File: src/rtl/serial_bit_sampler.sv
`default_nettype none
// ============================================================================
// Module   : serial_bit_sampler
// Purpose  : Synchronizes and debounces a data switch and a step button, then
//            samples the debounced data into a strobed serial bit stream,
//            either on a periodic tick (auto) or per button press (manual).
// Revision : 1.0 - initial release
// ============================================================================
module serial_bit_sampler #(
    parameter int TICK_DIV        = 20000000,
    parameter int DEBOUNCE_CYCLES = 250000
) (
    input  logic       clk,
    input  logic       rst_n,
    input  logic       x_raw,
    input  logic       step_raw,
    input  logic       mode,
    output logic       bit_out,
    output logic       bit_valid,
    output logic [3:0] history,
    output logic [7:0] sample_cnt,
    output logic       blinkled
);

    localparam int c_TICK_W = (TICK_DIV > 1) ? $clog2(TICK_DIV) : 1;
    localparam int c_DB_W   = $clog2(DEBOUNCE_CYCLES + 1);
    localparam logic [c_TICK_W-1:0] c_TICK_MAX = c_TICK_W'(TICK_DIV - 1);
    localparam logic [c_DB_W-1:0]   c_DB_LAST  = c_DB_W'(DEBOUNCE_CYCLES - 1);

    typedef enum logic [0:0] {
        ST_IDLE    = 1'b0,
        ST_PRESSED = 1'b1
    } state_t;

    // bit 0 = x, bit 1 = step, bit 2 = mode
    logic [2:0] w_raw;
    logic [2:0] r_sync1;
    logic [2:0] r_sync2;
    logic [1:0] w_db;       // current debounced levels (x, step)
    logic [1:0] w_db_next;  // level the debouncers hold after this edge
    logic       w_mode;
    logic       r_mode_prev;
    logic       w_mode_chg;
    logic [c_TICK_W-1:0] r_tick;
    logic       w_tick_wrap;
    state_t     r_state;
    state_t     w_state_next;
    logic       w_step_strobe;
    logic       w_strobe;

    assign w_raw = {mode, step_raw, x_raw};

    // Two-flop synchronizers for all three asynchronous inputs
    always_ff @(posedge clk or negedge rst_n) begin
        if (!rst_n) begin
            r_sync1 <= 3'b000;
            r_sync2 <= 3'b000;
        end else begin
            r_sync1 <= w_raw;
            r_sync2 <= r_sync1;
        end
    end

    generate
        for (genvar i = 0; i < 2; i++) begin : g_db
            logic              r_level;
            logic [c_DB_W-1:0] r_cnt;

            // Count consecutive disagreeing cycles; adopt the new level once the run is long enough
            always_ff @(posedge clk or negedge rst_n) begin
                if (!rst_n) begin
                    r_level <= 1'b0;
                    r_cnt   <= '0;
                end else if (r_sync2[i] == r_level) begin
                    r_cnt <= '0;
                end else if (r_cnt == c_DB_LAST) begin
                    r_level <= r_sync2[i];
                    r_cnt   <= '0;
                end else begin
                    r_cnt <= r_cnt + 1'b1;
                end
            end

            assign w_db[i]      = r_level;
            assign w_db_next[i] = ((r_sync2[i] != r_level) && (r_cnt == c_DB_LAST))
                                  ? r_sync2[i] : r_level;
        end
    endgenerate

    assign w_mode     = r_sync2[2];
    assign w_mode_chg = w_mode ^ r_mode_prev;

    // Remember last synchronized mode to detect mode changes
    always_ff @(posedge clk or negedge rst_n) begin
        if (!rst_n) begin
            r_mode_prev <= 1'b0;
        end else begin
            r_mode_prev <= w_mode;
        end
    end

    // Auto-mode tick counter; parked at zero in manual mode and on a mode change
    always_ff @(posedge clk or negedge rst_n) begin
        if (!rst_n) begin
            r_tick <= '0;
        end else if (w_mode || w_mode_chg || (r_tick == c_TICK_MAX)) begin
            r_tick <= '0;
        end else begin
            r_tick <= r_tick + 1'b1;
        end
    end

    assign w_tick_wrap = !w_mode && !w_mode_chg && (r_tick == c_TICK_MAX);

    // Step FSM state register
    always_ff @(posedge clk or negedge rst_n) begin
        if (!rst_n) begin
            r_state <= ST_IDLE;
        end else begin
            r_state <= w_state_next;
        end
    end

    // Step FSM next state: one strobe per press; mode change re-aligns to the button without a strobe
    always_comb begin
        w_state_next  = r_state;
        w_step_strobe = 1'b0;
        if (w_mode_chg) begin
            w_state_next = w_db_next[1] ? ST_PRESSED : ST_IDLE;
        end else if (w_mode) begin
            case (r_state)
                ST_IDLE: begin
                    if (w_db_next[1]) begin
                        w_state_next  = ST_PRESSED;
                        w_step_strobe = 1'b1;
                    end
                end
                ST_PRESSED: begin
                    if (!w_db_next[1]) begin
                        w_state_next = ST_IDLE;
                    end
                end
                default: w_state_next = ST_IDLE;
            endcase
        end
    end

    assign w_strobe = w_tick_wrap | w_step_strobe;

    // Output registers: capture the debounced data bit and update history/count/LED on a strobe
    always_ff @(posedge clk or negedge rst_n) begin
        if (!rst_n) begin
            bit_out    <= 1'b0;
            bit_valid  <= 1'b0;
            history    <= 4'b0000;
            sample_cnt <= 8'd0;
            blinkled   <= 1'b0;
        end else begin
            bit_valid <= w_strobe;
            if (w_strobe) begin
                bit_out    <= w_db_next[0];
                history    <= {history[2:0], w_db_next[0]};
                sample_cnt <= sample_cnt + 8'd1;
                blinkled   <= ~blinkled;
            end
        end
    end

endmodule
`default_nettype wire

File: config.mk
export PLATFORM = sky130hd
export DESIGN_NAME = serial_bit_sampler
export DESIGN_NICKNAME = d
export VERILOG_FILES = /design/src/rtl/serial_bit_sampler.sv
export SDC_FILE = /design/constraint.sdc
export NUM_CORES = 1
export LEC_CHECK = 0
export CORE_ASPECT_RATIO = 1.4
export CORE_MARGIN = 3
export CORE_UTILIZATION = 50
export DETAILED_ROUTE_END_ITERATION = 6
export PLACE_DENSITY = 0.66
export SYNTH_ARGS = -nofsm -noshare
export SYNTH_HDL_FRONTEND = slang
export SYNTH_SLANG_ARGS = --single-unit
export TNS_END_PERCENT = 1
File: constraint.sdc
create_clock -name clk -period 4.45 [get_ports clk]
set_input_delay 0.89 -clock clk [delete_from_list [all_inputs] [get_ports clk]]
set_output_delay 0.89 -clock clk [all_outputs]
set_load 0.01 [all_outputs]
==> flow_summary.yaml <==
run_status:
  status: "completed"
detailed_routing:
  wl_per_cell_microns: 14.2
  drtAntennaViolNets: 0
  vias_per_cell: 5.39
  vias: 2664
  drt_wl_total_microns: 7020
  drt_iter0_drc: 157
  post-route-drc-count: 0
  firstDrtPassIters: 4
logic_synthesis:
  synth_area_sq_um: 3970
  synth_edf_count: 0
  synthAdderAreaFrac_pct: 1.58
  synth_seq_cells: 85
  synth_seq_area_share_pct: 53.6
  synth_top_family_by_area: "simple AND/OR/NAND/NOR gates"
  yosys_warnings: 0
  synth-xor-area-share_pct: 14.3
  syn-num-nets: 379
  synth_mux_area_share_pct: 2.74
  async_flop_share_pct: 100
  synth_ff_type: "dfrtp_1"
  ys_types: 36
  yosys.area_share.simple_pct: 23.6
  netlist_instances: 369
  synth_compound_area_share_pct: 1.89
  syn_area_per_cell_sq_um: 10.8
clock_tree:
  cts_resized: 0
  cts_root_buffer: "clkbuf_8"
  cts_buffer_depth: 2
  clk_pin_slew_ns: 0.08
  clock_sink_count: 85
  cts_hold_buf: 0
  numCtsBuffers: 9
  htree_levels: 3
  clkLatencyLatePin_ns: 0.36
  post_cts_buffers: 0
  cts_tree: "yes"
global_route:
  gr-total-overflow: 0
  grt_pass1_wl_microns: 12700
  grt_max_degree: 86
  track_usage_pct: 18.0
  antenna_found_initial: 0
  first_global_vias: 2856
finish:
  antenna_cells: 0
  seqCellArea_sq_um: 2130
  nNetsFinal: 402
  n_fill_cell: 657
  finish.instance_area_sq_um: 4400
  multi_input_area_sq_um: 1750
  drive_gt1_share_pct: 8.82
  final_util_pct: 58.3
  area_delta_synth_final_pct: 11.0
  fin_cells: 494
timing:
  min_period_ns: 2.27
  max_freq_mhz: 441
  finalSetupTns_ns: 0
  setup_viol: 0
  skew_ns: 0.00829
  report.final.slew_viol_count: 0
  worst_slew_pin_slew_ns: 1.04
  hold_viol: 0
  min_period_over_period_pct: 51.0
  slew_headroom_pct: 30.6
  rsz0062_at_grt: "false"
  holdWs_ns: 0.357
critical_path:
  cp_max_fo: 6
  reg2reg_from: "g_db[1].r_cnt[0]$_DFF_PN0_"
  slowest_stage: "clkdlybuf4s50_1"
  criticalPathCategory: "reg -> out"
  start_kind: "flip-flop"
  startpoint: "sample_cnt[0]$_DFFE_PN0P_"
  cp_top_family: "buffers and inverters"
  critPathBufInv: 1
  endpoint_kind: "output pin"
  cp.required_ns: 3.56
  critPathArrivalTime_ns: 1.38
  cpPeakStageDelay_ns: 0.58
  crit_chain: "clkdlybuf4s50_1"
min_path:
  min_from: "r_sync1[1]$_DFF_PN0_"
  holdCritPathClass: "reg -> reg"
die:
  num_rows: 37
  num_io_pins: 20
  dieArea_sq_um: 9060
  core-area_sq_um: 7550
  chipWidth_microns: 81.3
  fp.dieH_microns: 111
  initial_utilization_pct: 52.6
job:
  max_cap_violations: 0
place:
  dp.cells: 478
  place_area_sq_um: 4230
  hpwl_microns: 4790
  gp_congestion: 0.813
  port_buffers: 19
power:
  ir_drop_mv: 0.190
  p_leak_nw: 1.89
  cellPowerDensity_nw_per_um2: 300
==> registers in the layout, summed over array words and instances (netlist names) <==
register      flops
sample_cnt        8
r_mode_prev       1
g_db.r_level      2
history           4
r_tick           25
r_sync1           3
r_state           1
r_sync2           3
g_db.r_cnt       36
bit_valid         1
blinkled          1
==> kinds of logic after synthesis <==
| logic type | count (synthesis) |
|---|---|
| compound gates | 8 |
| xor+xnor | 65 |
| fa+ha+maj | 5 |
| buf+inv | 17 |
| flops | 85 |
| mux | 8 |
| simple gates | 181 |
==> cells in the mapped netlist, types with 2 or more instances <==
cell	instances	share of area, %
nand4_2	2	0.63
nor4_1	7	1.1
xor2_1	28	6.2
buf_2	2	0.25
nor2_1	74	7.0
xnor2_1	37	8.2
inv_1	10	0.95
and4_1	7	1.5
buf_4	4	0.76
nor4_2	2	0.63
nand3_1	23	2.9
o21ai_0	2	0.25
ha_1	5	1.6
nand4_1	11	1.7
o2111ai_1	4	0.88
mux2_2	3	0.85
nor2b_1	3	0.47
and3_1	11	1.7
dfrtp_1	85	54
mux2_4	5	1.9
nand3b_1	2	0.38
nor3_1	9	1.1
nand2_1	20	1.9
==> layout by cell type (no fill, tap or decap), types with 11 or more instances in the layout <==
master,count
xnor2_1,37
nand2_1,20
nor2_1,74
nand4_1,11
nand3_1,23
and3_1,11
xor2_1,28
clkdlybuf4s50_1,18
dfrtp_1,85
clkbuf_8,11
==> power breakdown <==
group	switching (mW)	internal, mW	leakage, nW
sequential	0.00622	0.780	1.17
combinational	0.0290	0.00969	0.632
clock	0.265	0.231	0.0921
total	0.300	1.02	1.89
==> per-stage QoR <==
stage / power [mW] / worst slack (ns)
final: 1.32 / 2.18
after global routing: 1.38 / 2.11
after CTS: 1.34 / 2.16
after detailed placement: 0.843 / 2.36
after global placement: 0.841 / 2.45
after floorplan: 0.821 / 2.63
==> routing by layer <==
layer	track usage, %	part of all wire (%)	wire [microns]
met1	21.5	43	3050
met2	30.7	52	3660
met3	4.37	2.9	203
met4	6.76	1.5	107
met5	0	0	0
==> final cells by class <==
cell class | count | share of cell area (%)
Sequential cell | 85 | 48.3
Clock inverter | 4 | 0.512
Tap cell | 97 | 2.76
Multi-Input combinational cell | 267 | 39.8
Clock buffer | 12 | 3.52
Timing Repair Buffer | 19 | 4.26
Inverter | 10 | 0.853
==> worst paths after layout <==
kind                                                     to  slack (ns)  cells past startpoint
worst max register to register  g_db[1].r_cnt[10]$_DFF_PN0_        2.37                      6
worst min-delay path                   r_sync2[1]$_DFF_PN0_        0.36                      0
worst max-delay path                          sample_cnt[0]        2.18                      1
worst min register to register         r_sync2[1]$_DFF_PN0_        0.36                      0
min in group asynchronous              r_tick[10]$_DFF_PN0_        0.68                      1
max in group asynchronous               r_tick[9]$_DFF_PN0_        3.07                      1
(Power assumes the default switching activity.)
